File: src/rtl/ex_pkg.sv
// -----------------------------------------------------------------------------
// ex_pkg
//   Shared definitions for the decode/execute boundary:
//   - ALU_Sel encodings understood by the 32-bit ALU.
//   - alu_op encodings produced by the main decoder.
// -----------------------------------------------------------------------------
package ex_pkg;

   // ALU_Sel encodings
   localparam logic [3:0] ALU_AND = 4'b0000;
   localparam logic [3:0] ALU_OR  = 4'b0001;
   localparam logic [3:0] ALU_ADD = 4'b0010;
   localparam logic [3:0] ALU_SUB = 4'b0110;
   localparam logic [3:0] ALU_SLT = 4'b0111;
   localparam logic [3:0] ALU_NOR = 4'b1100;   // supported by the ALU, never issued here
   localparam logic [3:0] ALU_EQ  = 4'b1111;

   // Main-decoder alu_op classes
   typedef enum logic [1:0] {
      ALU_OP_ADD   = 2'b00,   // address generation (loads/stores)
      ALU_OP_EQ    = 2'b01,   // branch compare
      ALU_OP_RTYPE = 2'b10,   // register-register ALU
      ALU_OP_ITYPE = 2'b11    // register-immediate ALU
   } alu_op_e;

endpackage

File: src/rtl/alu_ctrl_dec.sv
// -----------------------------------------------------------------------------
// alu_ctrl_dec
//   Combinational ALU control decoder: maps the main-decoder class plus the
//   instruction's funct3 / bit 30 onto the 4-bit ALU_Sel.
// Ports
//   alu_op    in   alu_op_e  operation class from the main decoder
//   funct3    in   3         instruction funct3
//   funct7b5  in   1         instruction bit 30 (SUB vs ADD for R-type)
//   alu_sel   out  4         ALU operation select
// -----------------------------------------------------------------------------
module alu_ctrl_dec
   import ex_pkg::*;
(
   input  alu_op_e    alu_op,
   input  logic [2:0] funct3,
   input  logic       funct7b5,
   output logic [3:0] alu_sel
);

   always_comb begin
      // NOTE: default assignment first so every path drives alu_sel and no latch is inferred.
      alu_sel = ALU_ADD;
      case (alu_op)
         ALU_OP_ADD: alu_sel = ALU_ADD;
         ALU_OP_EQ:  alu_sel = ALU_EQ;
         default: begin
            case (funct3)
               // Bit 30 only means SUB for register-register ops; for ADDI it is immediate bits.
               3'b000:  alu_sel = ((alu_op == ALU_OP_RTYPE) && funct7b5) ? ALU_SUB : ALU_ADD;
               3'b111:  alu_sel = ALU_AND;
               3'b110:  alu_sel = ALU_OR;
               3'b010:  alu_sel = ALU_SLT;
               default: alu_sel = ALU_ADD;
            endcase
         end
      endcase
   end

endmodule

File: src/rtl/id_ex_issue.sv
// -----------------------------------------------------------------------------
// id_ex_issue
//   Decode/execute boundary stage directly upstream of the 32-bit ALU.
//   Holds one decoded instruction, resolves RAW hazards by forwarding or by
//   stalling, and presents A_in / B_in / ALU_Sel plus memory and writeback
//   control to EX/MEM over a valid/ready handshake.
//
// Configuration macro: EX_FORWARD_EN
//   defined   : EX/MEM and MEM/WB results are forwarded; only load-use stalls.
//   undefined : operands always come from the register file; any pending
//               write to a nonzero source register stalls the stage.
//
// Ports
//   clk, reset                    clock (rising edge), synchronous active-high reset
//   flush                         kill the held instruction (branch taken)
//   in_valid / in_ready           decode handshake
//   in_pc, in_rs1, in_rs2, in_rd  instruction PC and register indices
//   in_rs1_data, in_rs2_data      register-file read data
//   in_imm                        sign-extended immediate
//   in_alu_op, in_funct3, in_funct7b5, in_alu_src   ALU control inputs
//   in_reg_write, in_mem_read, in_mem_write          downstream control bits
//   exmem_* / memwb_*             downstream destinations, enables and results
//   out_valid / out_ready         EX/MEM handshake
//   A_in, B_in, ALU_Sel           ALU operands and operation select
//   store_data                    forwarded rs2 value for stores
//   out_pc, out_rd, out_reg_write, out_mem_read, out_mem_write  registered copies
// -----------------------------------------------------------------------------
module id_ex_issue
   import ex_pkg::*;
#(
   parameter int XLEN   = 32,
   parameter int REG_AW = 5,
   parameter int PC_W   = 32
) (
   input  logic              clk,
   input  logic              reset,
   input  logic              flush,
   // Decode side
   input  logic              in_valid,
   output logic              in_ready,
   input  logic [PC_W-1:0]   in_pc,
   input  logic [REG_AW-1:0] in_rs1,
   input  logic [REG_AW-1:0] in_rs2,
   input  logic [REG_AW-1:0] in_rd,
   input  logic [XLEN-1:0]   in_rs1_data,
   input  logic [XLEN-1:0]   in_rs2_data,
   input  logic [XLEN-1:0]   in_imm,
   input  logic [1:0]        in_alu_op,
   input  logic [2:0]        in_funct3,
   input  logic              in_funct7b5,
   input  logic              in_alu_src,
   input  logic              in_reg_write,
   input  logic              in_mem_read,
   input  logic              in_mem_write,
   // Downstream stage state
   input  logic [REG_AW-1:0] exmem_rd,
   input  logic [REG_AW-1:0] memwb_rd,
   input  logic              exmem_reg_write,
   input  logic              memwb_reg_write,
   input  logic              exmem_mem_read,
   input  logic [XLEN-1:0]   exmem_result,
   input  logic [XLEN-1:0]   memwb_result,
   // Execute side
   output logic              out_valid,
   input  logic              out_ready,
   output logic [XLEN-1:0]   A_in,
   output logic [XLEN-1:0]   B_in,
   output logic [3:0]        ALU_Sel,
   output logic [XLEN-1:0]   store_data,
   output logic [PC_W-1:0]   out_pc,
   output logic [REG_AW-1:0] out_rd,
   output logic              out_reg_write,
   output logic              out_mem_read,
   output logic              out_mem_write
);

   // Held instruction
   logic              valid_q;
   logic [PC_W-1:0]   pc_q;
   logic [REG_AW-1:0] rs1_q;
   logic [REG_AW-1:0] rs2_q;
   logic [REG_AW-1:0] rd_q;
   logic [XLEN-1:0]   rs1_data_q;
   logic [XLEN-1:0]   rs2_data_q;
   logic [XLEN-1:0]   imm_q;
   alu_op_e           alu_op_q;
   logic [2:0]        funct3_q;
   logic              funct7b5_q;
   logic              alu_src_q;
   logic              reg_write_q;
   logic              mem_read_q;
   logic              mem_write_q;

   logic              hazard;
   logic              load_use;
   logic              capture;
   logic [XLEN-1:0]   rs1_fwd;
   logic [XLEN-1:0]   rs2_fwd;

   // A destination only matters when it is nonzero and names the source.
   function automatic logic dep(input logic [REG_AW-1:0] src, input logic [REG_AW-1:0] dst);
      return (dst != '0) && (dst == src);
   endfunction

   // A load in EX/MEM has no data yet, so a dependent instruction must wait.
   assign load_use = exmem_mem_read & (dep(rs1_q, exmem_rd) | dep(rs2_q, exmem_rd));

`ifdef EX_FORWARD_EN
   // Youngest producer (EX/MEM) wins over MEM/WB.
   function automatic logic [XLEN-1:0] fwd(input logic [REG_AW-1:0] src,
                                           input logic [XLEN-1:0]   rf_data);
      if (exmem_reg_write && dep(src, exmem_rd)) return exmem_result;
      if (memwb_reg_write && dep(src, memwb_rd)) return memwb_result;
      return rf_data;
   endfunction

   always_comb begin
      rs1_fwd = fwd(rs1_q, rs1_data_q);
      rs2_fwd = fwd(rs2_q, rs2_data_q);
   end

   assign hazard = valid_q & load_use;
`else
   logic dep_pending;
   logic unused_fwd_data;

   assign rs1_fwd = rs1_data_q;
   assign rs2_fwd = rs2_data_q;

   // Without bypass paths, wait until every in-flight write to a source has retired.
   assign dep_pending = (exmem_reg_write & (dep(rs1_q, exmem_rd) | dep(rs2_q, exmem_rd)))
                      | (memwb_reg_write & (dep(rs1_q, memwb_rd) | dep(rs2_q, memwb_rd)));
   assign hazard      = valid_q & (load_use | dep_pending);

   assign unused_fwd_data = ^{exmem_result, memwb_result};
`endif

   // Handshake
   assign out_valid = valid_q & ~hazard;
   assign in_ready  = ~valid_q | (out_ready & ~hazard);
   assign capture   = in_valid & in_ready & ~flush;

   always_ff @(posedge clk) begin
      // NOTE: non-blocking assignments so every register samples pre-edge values.
      if (reset) begin
         // NOTE: the datapath fields are reset too, so the ALU sees defined zero operands after reset.
         valid_q     <= 1'b0;
         pc_q        <= '0;
         rs1_q       <= '0;
         rs2_q       <= '0;
         rd_q        <= '0;
         rs1_data_q  <= '0;
         rs2_data_q  <= '0;
         imm_q       <= '0;
         alu_op_q    <= ALU_OP_ADD;
         funct3_q    <= '0;
         funct7b5_q  <= 1'b0;
         alu_src_q   <= 1'b0;
         reg_write_q <= 1'b0;
         mem_read_q  <= 1'b0;
         mem_write_q <= 1'b0;
      end else if (flush) begin
         valid_q <= 1'b0;
      end else if (capture) begin
         valid_q     <= 1'b1;
         pc_q        <= in_pc;
         rs1_q       <= in_rs1;
         rs2_q       <= in_rs2;
         rd_q        <= in_rd;
         rs1_data_q  <= in_rs1_data;
         rs2_data_q  <= in_rs2_data;
         imm_q       <= in_imm;
         alu_op_q    <= alu_op_e'(in_alu_op);
         funct3_q    <= in_funct3;
         funct7b5_q  <= in_funct7b5;
         alu_src_q   <= in_alu_src;
         reg_write_q <= in_reg_write;
         mem_read_q  <= in_mem_read;
         mem_write_q <= in_mem_write;
      end else if (out_valid && out_ready) begin
         valid_q <= 1'b0;
      end
   end

   // Operands
   assign A_in       = rs1_fwd;
   assign store_data = rs2_fwd;
   assign B_in       = alu_src_q ? imm_q : rs2_fwd;

   alu_ctrl_dec u_alu_ctrl_dec (
      .alu_op   (alu_op_q),
      .funct3   (funct3_q),
      .funct7b5 (funct7b5_q),
      .alu_sel  (ALU_Sel)
   );

   // Registered control copies
   assign out_pc        = pc_q;
   assign out_rd        = rd_q;
   assign out_reg_write = reg_write_q;
   assign out_mem_read  = mem_read_q;
   assign out_mem_write = mem_write_q;

endmodule

File: config.mk
export PLATFORM = sky130hd
export DESIGN_NAME = id_ex_issue
export DESIGN_NICKNAME = d
export VERILOG_FILES = /design/src/rtl/ex_pkg.sv /design/src/rtl/alu_ctrl_dec.sv /design/src/rtl/id_ex_issue.sv
export SDC_FILE = /design/constraint.sdc
export NUM_CORES = 1
export LEC_CHECK = 0
export ABC_AREA = 1
export BUFFER_PORTS_ARGS = -buffer_cell sky130_fd_sc_hd__buf_2
export CORE_AREA = 4 4 145 147
export CTS_CLUSTER_DIAMETER = 50
export DETAILED_ROUTE_END_ITERATION = 8
export DIE_AREA = 0 0 149 151
export GPL_ROUTABILITY_DRIVEN = 0
export PLACE_DENSITY = 0.69
export SKIP_LAST_GASP = 1
export SYNTH_ARGS = -nofsm -noshare
export SYNTH_HDL_FRONTEND = slang
export SYNTH_SLANG_ARGS = --single-unit
File: constraint.sdc
create_clock -name clk -period 2.2 [get_ports clk]
set_clock_uncertainty 0.1 [all_clocks]
set_input_delay 0.22 -clock clk [delete_from_list [all_inputs] [get_ports clk]]
set_output_delay 0.22 -clock clk [all_outputs]
set_load 0.03 [all_outputs]
==> flow_metrics.py, run 1 <==
metrics = {
    "status": {
        "status": "finished, final reports clean",
    },
    "logic_synthesis": {
        "synthesis.nets": 1379,
        "synth_cells": 1144,
        "synth_seq_area_share_pct": 40.4,
        "yosys.area.top_type": "dfxtp_1",
        "synth.distinct_cells": 23,
        "synthTopCellsByArea": "dfxtp_1 (40%), nand3_1 (10%), a21oi_1 (10%)",
        "synth_seq_cells": 154,
        "postSynthAreaPerCell_sq_um": 6.67,
        "syn_area_sq_um": 7630,
        "synth_top_area_share_pct": 40.4,
        "yosys_warnings": 0,
    },
    "grt": {
        "grt_overflow": 0,
        "grt_start_max_net_pins": 133,
        "grt-busiest-layer": "met2",
        "grt_pass1_wl_um": 33700,
        "grt_pass1_vias": 6817,
        "use_met2_pct": 30.1,
        "met1_usage_pct": 23.4,
        "track_usage_pct": 18.1,
        "use_met3_pct": 4.73,
        "antenna_found_initial": 2,
    },
    "worst_setup_path": {
        "cp.depth": 10,
        "rrSetupSlack_ns": 0.19,
        "path_max_fanout": 4,
        "start_kind": "flop",
        "cp_slowest_cell": "dfxtp_1",
        "crit_top_cell": "nand2_1",
        "crit_type": "flop to primary output",
        "worstPathCellList": "inv_1, nand2_1, nand2_1, nor2_1, nand3_1, nand2_1, nand2_1, nand3_4, nand2_8, buf_2",
        "path_delay_family": "simple AND/OR/NAND/NOR gates",
        "r2r-start": "rs1_q[4]",
        "required_ns": 1.88,
        "crit_path_end": "in_ready",
        "endpoint_kind": "primary output",
        "reg2reg_to": "valid_q",
        "crit_buf_inv": 2,
        "rr_worst_depth": 11,
        "crit_path_max_incr_delay_ns": 0.38,
        "crit_path_start": "rs1_q[4]",
        "arrival_ns": 1.75,
    },
    "sta": {
        "slew_headroom_pct": 63.1,
        "fin_ws_ns": 0.130,
        "fin_crit_ns": 2.07,
        "setup_tns_ns": 0,
        "setup_violations": 0,
        "grt_setup_unrepaired": "false",
        "worstMarginPinSlew_ns": 0.553,
        "hold_violations": 0,
        "finalCritPeriodShare_pct": 94.1,
        "fmax_ghz": 0.483,
        "maxSlewViolCount": 0,
        "holdWs_ns": 0.0197,
    },
    "clocking": {
        "cts_made_buffers": 17,
        "cts.sinks": 154,
        "cts_root_buf": "clkbuf_16",
        "path_clk_slew_ns": 0.07,
        "htree_levels": 4,
        "cts_tree": "done",
        "cts_buffer_depth": 2,
        "clock_latency_ns": 0.41,
    },
    "detailed_routing": {
        "initialDrtViolationCount": 321,
        "drc": 0,
        "dr.pass1.iters": 4,
        "drt_wl_total_um": 21600,
        "ant_nets": 0,
        "routedWlPerCell_um": 12.7,
        "vias_per_cell": 4.60,
        "vias": 7815,
    },
    "final_layout": {
        "final_cell_mix": "buf_2 (312), nand2_1 (202), inv_1 (171)",
        "final_cells": 1700,
        "drive_above_1_share_pct": 29.1,
        "seq_area_sq_um": 3090,
        "syn2layout_area_growth_pct": 32.3,
        "layout.nets": 1652,
        "fin_area_sq_um": 10100,
        "final_core_utilization_pct": 50.7,
        "fillers": 2076,
        "multi_input_area_sq_um": 3460,
        "mostFrequentLayoutCell": "buf_2",
    },
    "placement": {
        "place_area_sq_um": 9410,
        "dpl.cell_count": 1660,
        "hpwl_um": 14800,
        "io_buffers": 312,
        "dp_slack_ns": 0.164,
    },
    "pwr": {
        "p_per_area_nw_per_um2": 753,
        "max-vdd-ir-drop_mv": 0.511,
        "p_leak_nw": 5.58,
        "power_mw": 7.60,
    },
    "min_path": {
        "min_path_type": "primary input to flop",
    },
    "floorplanning": {
        "die_h_um": 151,
        "io_pins": 377,
        "start_util_pct": 38.3,
        "core-area_sq_um": 19900,
        "die_w_um": 149,
        "row_count": 52,
        "dieArea_sq_um": 22500,
    },
    "job": {
        "drv_cap": 0,
    },
}
[worst min-delay path by stage]
stage	start	slack [ns]	endpoint	cells past startpoint
floorplan	reset	0.20	valid_q	1
global placement	reset	0.34	valid_q	2
detailed placement	reset	0.34	valid_q	2
CTS	in_rs1_data[29]	0.002	A_in[29]	5
global route	in_pc[21]	0.02	out_pc[21]	5
finish	in_rs1_data[29]	0.02	A_in[29]	5
[routing by layer]
layer	share of wire (%)	wire length [um]	up-vias
met3	6.9	1490	17
li1	-	-	4122
met5	0	0	-
met4	1.4	294	0
met2	47	10200	219
met1	44	9600	3457
[registers in the layout (all words and copies together) (netlist names)]
| name | count |
|---|---|
| funct3_q | 3 |
| valid_q | 1 |
| rs1_q | 5 |
| alu_src_q | 1 |
| out_mem_write | 1 |
| funct7b5_q | 1 |
| out_rd | 5 |
| A_in | 32 |
| out_mem_read | 1 |
| rs2_q | 5 |
| alu_op_q | 2 |
| imm_q | 32 |
| out_pc | 32 |
| store_data | 32 |
| out_reg_write | 1 |
[cell families (layout without fill, tap and decap cells)]
group / after synthesis / count (layout) / share of synthesized area (%)
mux: 32 / 32 / 4.72
simple gates: 530 / 531 / 28.9
compound gates: 160 / 160 / 10.6
buf+inv: 263 / 546 / 14.8
other cells: 0 / 2 / 0
flops: 154 / 154 / 40.4
xor+xnor: 5 / 5 / 0.574
[what timing repair did]
item                                    in CTS  in global routing
resized for setup                            0                  8
setup buffers                                4                  1
endpoints found under the setup margin       1                105
pin swaps                                    1                  1
hold endpoints to repair                     1                  0
hold buffers                                 2                  0
gates cloned                                 1                  0
[cell usage after synthesis]
library cell / instances
a21oi_1: 156
a31o_2: 1
and3_1: 1
buf_1: 4
buf_2: 16
buf_4: 6
buf_6: 13
clkbuf_1: 47
dfxtp_1: 154
inv_1: 171
inv_2: 6
mux2_2: 32
nand2_1: 202
nand2_4: 1
nand3_1: 160
nand3_2: 1
nor2_1: 163
nor3_1: 2
o21ai_0: 1
o21ai_1: 1
o32ai_1: 1
xnor2_1: 4
xor2_1: 1
[final cells by class]
type	count	area share, %
clock inverters	12	1.39
diodes	2	0.0496
multi-input cells	728	34.2
well taps	270	3.35
clock buffers	18	4.35
flip-flops and latches	154	30.6
repair buffers	339	19.4
inverters	177	6.61
[tightest hold or removal path, cell delays in order]
cell and delay, ns:
buf_2 0.07, inv_1 0.03, nand3_1 0.06, nand2_1 0.04, nor2_1 0.06
[report_power, final]
part	internal, mW	switching [mW]
sequential	2.99	0.121
clock	1.70	1.21
combinational	0.587	0.988
total	5.28	2.32
Power figures use the tool's default switching activity.
==> run 2, diff against run 1 <==
- RECOVER_POWER: not set -> 100
==> run 2 against run 1 <==
Utilization down 1.0 points. Sequential share of layout area increased by 0.62 points. Power decreased by 0.64%. Register-to-register slack gained 0.02 ns. Routed wire length decreased by 0.15%. Maximum frequency fell by 0.20%. Largest cell class unchanged.
==> flow_metrics.py, run 2 (synthesis gave the netlist of run 1 again) <==
metrics = {
    "floorplanning": {
        "dieArea_sq_um": 22500,
        "start_util_pct": 38.3,
        "row_count": 52,
        "die_w_um": 149,
        "io_pins": 377,
        "die_h_um": 151,
        "core-area_sq_um": 19900,
    },
    "sta": {
        "hold_violations": 0,
        "holdWs_ns": 0.0207,
        "slew_headroom_pct": 62.4,
        "fin_ws_ns": 0.125,
        "worstMarginPinSlew_ns": 0.565,
        "setup_tns_ns": 0,
        "maxSlewViolCount": 0,
        "setup_violations": 0,
        "finalCritPeriodShare_pct": 94.3,
        "fmax_ghz": 0.482,
        "grt_setup_unrepaired": "false",
        "fin_crit_ns": 2.07,
    },
    "worst_setup_path": {
        "required_ns": 1.88,
        "r2r-start": "rs1_q[4]",
        "worstPathCellList": "buf_6, mux2_2, clkbuf_2",
        "rr_worst_depth": 11,
        "crit_path_end": "B_in[23]",
        "crit_path_max_incr_delay_ns": 0.40,
        "endpoint_kind": "primary output",
        "reg2reg_to": "valid_q",
        "cp_slowest_cell": "mux2_2",
        "crit_type": "flop to primary output",
        "arrival_ns": 1.75,
        "crit_path_start": "alu_src_q",
        "rrSetupSlack_ns": 0.21,
        "path_max_fanout": 31,
        "start_kind": "flop",
    },
    "detailed_routing": {
        "drt_wl_total_um": 21600,
        "vias": 7797,
        "vias_per_cell": 4.59,
        "routedWlPerCell_um": 12.7,
        "dr.pass1.iters": 5,
        "ant_nets": 0,
        "initialDrtViolationCount": 297,
        "drc": 0,
    },
    "clocking": {
        "cts_buffer_depth": 2,
        "cts_root_buf": "clkbuf_16",
        "cts_tree": "done",
        "cts_made_buffers": 17,
        "htree_levels": 4,
        "path_clk_slew_ns": 0.07,
        "clock_latency_ns": 0.41,
        "cts.sinks": 154,
    },
    "pwr": {
        "power_mw": 7.55,
        "p_per_area_nw_per_um2": 763,
        "p_leak_nw": 5.11,
        "max-vdd-ir-drop_mv": 0.513,
    },
    "final_layout": {
        "mostFrequentLayoutCell": "nand2_1",
        "layout.nets": 1652,
        "final_cell_mix": "nand2_1 (202), buf_2 (174), inv_1 (171)",
        "final_cells": 1700,
        "final_core_utilization_pct": 49.7,
        "fin_area_sq_um": 9890,
        "syn2layout_area_growth_pct": 29.6,
        "drive_above_1_share_pct": 21.3,
    },
    "grt": {
        "grt_start_max_net_pins": 133,
        "antenna_found_initial": 2,
        "grt_pass1_vias": 6817,
        "grt_overflow": 0,
        "grt_pass1_wl_um": 33700,
        "track_usage_pct": 18.1,
    },
    "placement": {
        "place_area_sq_um": 9410,
        "io_buffers": 312,
        "dp_slack_ns": 0.164,
        "hpwl_um": 14800,
        "dpl.cell_count": 1660,
    },
    "status": {
        "status": "finished, final reports clean",
    },
    "min_path": {
        "min_path_type": "primary input to flop",
    },
    "job": {
        "drv_cap": 0,
    },
}
-- run 2: changes by cell type in the layout (fill, tap and decap cells not counted), moves of 2 or more --
cell,delta
clkbuf_1,+109
buf_2,-138
buf_12,-4
buf_6,+2
buf_4,-3
clkbuf_2,+34
-- run 2: worst min path at each step --
stage	start	to	cells past startpoint
final	in_rs2[3]	rs2_q[3]	5
after global routing	in_pc[21]	out_pc[21]	5
after CTS	in_rs1_data[29]	A_in[29]	5
after detailed placement	reset	valid_q	2
after global placement	reset	valid_q	2
after floorplan	reset	valid_q	1
-- run 2: critical path, delay by kind of cell, from the launching register on --
family                 cells  cell delay [ns]
multiplexers               1             0.40
flip-flops                 1             0.39
buffers and inverters      2             0.55
-- run 2: layout make-up --
class	count	area (sq um)
antenna	2	5.00
clock buffer	18	439
clock inverter	12	140
fill	2144	10000
inverter	177	667
multi-input combinational	728	3440
sequential	154	3090
tap	270	338
timing repair buffer	339	1770
-- run 2: where the power goes --
group,internal [mW],switching [mW],total (mW)
sequential,2.99,0.124,3.11
clock,1.70,1.21,2.91
combinational,0.537,0.987,1.52
total,5.23,2.32,7.55
-- run 2: timing repair --
item                       in CTS  in global routing
setup endpoints to repair       1                105
pin swaps                       1                  1
setup buffers                   4                  1
hold endpoints to repair        1                  0
gates resized for setup         0                  8
hold buffers                    2                  0
gates cloned                    1                  0
-- run 2: per-layer routing --
layer  GRT usage [%]  wire [um]  up-vias
met5               0          0        -
met4            4.94        201        0
met3            4.73       1380       15
met2            30.1      10300      204
met1            23.4       9650     3460
li1                -          -     4118
==> run 3, diff against run 2 <==
- ABC_AREA: 1 -> not set
- CORE_AREA: 4 4 145 147 -> 2 2 148 150
- DIE_AREA: 0 0 149 151 -> 0 0 150 152
- PLACE_DENSITY: 0.69 -> not set
==> run 3 against run 2 <==
Synthesized cell count shrank 35%. Die area grew 1.3%. Global-route usage shrank 0.48 points. First-iteration DRC count shrank 22%. Final area grew 18%. Power shrank 2.5%. Critical endpoint is now in_ready.
==> flow_metrics.py, run 3 <==
metrics = {
    "final_layout": {
        "final_cell_mix": "nand2b_1 (307), buf_2 (197), dlygate4sd3_1 (155)",
        "syn2layout_area_growth_pct": 53.7,
        "drive_above_1_share_pct": 25.3,
        "layout.nets": 1448,
        "n_antenna_cell": 0,
        "mostFrequentLayoutCell": "nand2b_1",
    },
    "sta": {
        "hold_violations": 0,
        "worstMarginPinSlew_ns": 0.464,
        "fin_crit_ns": 2.12,
        "setup_violations": 0,
        "slew_headroom_pct": 69.1,
        "maxSlewViolCount": 0,
        "finalCritPeriodShare_pct": 96.2,
        "holdWs_ns": 0.262,
        "fmax_ghz": 0.473,
    },
    "logic_synthesis": {
        "syn_area_sq_um": 7570,
        "synth_seq_area_share_pct": 40.7,
        "synth_top_area_share_pct": 40.7,
        "synth_edf_count": 0,
        "synthTopCellsByArea": "dfxtp_1 (41%), nand2b_1 (25%), mux2i_1 (20%)",
        "yosysMostFrequentCell": "nand2b_1",
        "synthArstFlopShare_pct": 0,
        "synth.distinct_cells": 23,
        "synth_mux_area_share_pct": 25.0,
        "synth_top_family_by_area": "simple AND/OR/NAND/NOR gates",
        "synthesis.nets": 984,
        "yosys_warnings": 0,
        "synth_fa_ha_area_share_pct": 0,
        "synth_seq_cells": 154,
        "yosys.area.top_type": "dfxtp_1",
        "postSynthAreaPerCell_sq_um": 10.1,
        "synth_common_cells": "nand2b_1 (307), dfxtp_1 (154), mux2i_1 (153), clkbuf_1 (38), mux2_2 (32)",
        "yosys.area_share.simple_pct": 26.5,
        "synth_cells": 749,
        "synth_xor_area_share_pct": 2.31,
        "synth_compound_area_share_pct": 1.03,
        "ys.flop_type": "dfxtp_1",
    },
    "worst_setup_path": {
        "crit_type": "flop to primary output",
        "start_kind": "flop",
        "arrival_ns": 1.80,
        "path_max_fanout": 3,
        "worstPathCellList": "xor2_1, nor3_2, a22oi_2, o221ai_4, nand2_1, clkbuf_4",
        "endpoint_kind": "primary output",
        "cp_slowest_cell": "dfxtp_1",
        "required_ns": 1.88,
        "crit_buf_inv": 1,
        "path_delay_family": "compound AO/OA/AOI/OAI gates",
        "crit_path_max_incr_delay_ns": 0.34,
    },
    "detailed_routing": {
        "drc": 0,
        "vias_per_cell": 4.36,
        "vias": 6573,
        "dr.pass1.iters": 4,
        "initialDrtViolationCount": 233,
        "routedWlPerCell_um": 13.7,
        "ant_nets": 0,
        "drt_wl_total_um": 20600,
    },
    "pwr": {
        "power_mw": 7.36,
        "p_per_area_nw_per_um2": 633,
        "p_leak_nw": 4.84,
        "max-vdd-ir-drop_mv": 0.469,
    },
    "floorplanning": {
        "die_h_um": 152,
        "io_pins": 377,
        "row_count": 54,
        "core-area_sq_um": 21400,
        "die_w_um": 150,
        "dieArea_sq_um": 22800,
        "start_util_pct": 35.4,
    },
    "grt": {
        "grt_overflow": 0,
        "grt_pass1_vias": 6546,
        "grt_pass1_wl_um": 32500,
        "antenna_found_initial": 0,
        "track_usage_pct": 17.6,
        "grt_start_max_net_pins": 80,
    },
    "clocking": {
        "cts_buffer_depth": 2,
        "cts_root_buf": "clkbuf_16",
        "cts_made_buffers": 17,
        "cts_tree": "done",
        "clock_latency_ns": 0.42,
        "htree_levels": 4,
        "cts.sinks": 154,
        "path_clk_slew_ns": 0.07,
    },
    "min_path": {
        "min_path_type": "primary input to flop",
    },
    "placement": {
        "hpwl_um": 13700,
        "io_buffers": 312,
    },
    "status": {
        "status": "finished, final reports clean",
    },
    "job": {
        "drv_cap": 0,
    },
}
[run 3: cell types whose count changed after synthesis, sizes merged, moves of 9 or more]
cell	before	now
nand2	203	1
a21oi	156	3
buf	39	17
nand2b	0	307
nor2	163	5
inv	177	1
mux2i	0	153
xor2	1	20
clkbuf	47	38
nand3	161	1
[run 3: path summary, 6_finish.rpt]
check,slack (ns),cells after the start,from,endpoint
setup / recovery,0.08,6,rs1_q[2],in_ready
hold / removal,0.26,3,reset,A_in[30]
setup reg to reg,0.09,8,rs1_q[3],A_in[6]
hold reg to reg,0.37,2,out_rd[2],out_rd[2]
[run 3: cells by family (layout without fill, tap and decap cells)]
group / count (synthesis) / in the layout
XOR/XNOR: 20 / 20
flip-flops: 154 / 154
buffers and inverters: 56 / 533
AO/OA/AOI/OAI: 11 / 11
multiplexers: 185 / 185
AND/OR/NAND/NOR: 323 / 323
[run 3: power by group]
group          leakage [nW]  switching (mW)  internal (mW)
Clock                 0.272            1.28           1.60
Combinational          3.31           0.735          0.719
Sequential             1.26          0.0960           2.94
Total                  4.84            2.11           5.25
[run 3: per-stage QoR]
| step | cell area, sq um | setup WS (ns) | TNS [ns] | instances | util [%] |
|---|---|---|---|---|---|
| floorplan | 7570 | 0.189 | 0 | 749 | - |
| global placement | 9590 | -0.0391 | -0.726 | 1319 | 44.9 |
| detailed placement | 9590 | -0.0764 | -3.05 | 1319 | 44.9 |
| CTS | 11700 | 0.00441 | 0 | 1506 | 54.9 |
| global route | 11600 | -0.0218 | -0.0458 | 1506 | 54.5 |
| finish | 11600 | 0.0840 | 0 | 1506 | 54.5 |
[run 3: per-layer routing]
layer | share of wire [%] | vias up | GRT usage [%]
li1 | - | 3374 | -
met1 | 44 | 2964 | 21.3
met2 | 48 | 199 | 29.6
met3 | 5.7 | 36 | 4.56
met4 | 2.5 | 0 | 7.28
met5 | 0 | - | 0
[run 3: cell type report]
type / count / area [sq um]
Sequential cell: 154 / 3090
Clock inverter: 13 / 138
Fill cell: 1965 / 9720
Inverter: 1 / 3.75
Multi-Input combinational cell: 539 / 4210
Timing Repair Buffer: 500 / 3410
Tap cell: 280 / 350
Clock buffer: 19 / 433
[run 3: repair_timing]
action / in CTS / in global routing
gates resized for setup: 0 / 15
setup buffers: 0 / 0
setup endpoints to repair: 0 / 152
hold buffers: 155 / 0
hold endpoints to repair: 154 / 0
[run 3: worst min-delay path: stages]
cell      delay [ns]
buf_6           0.21
nand2b_1        0.20
mux2i_1         0.11
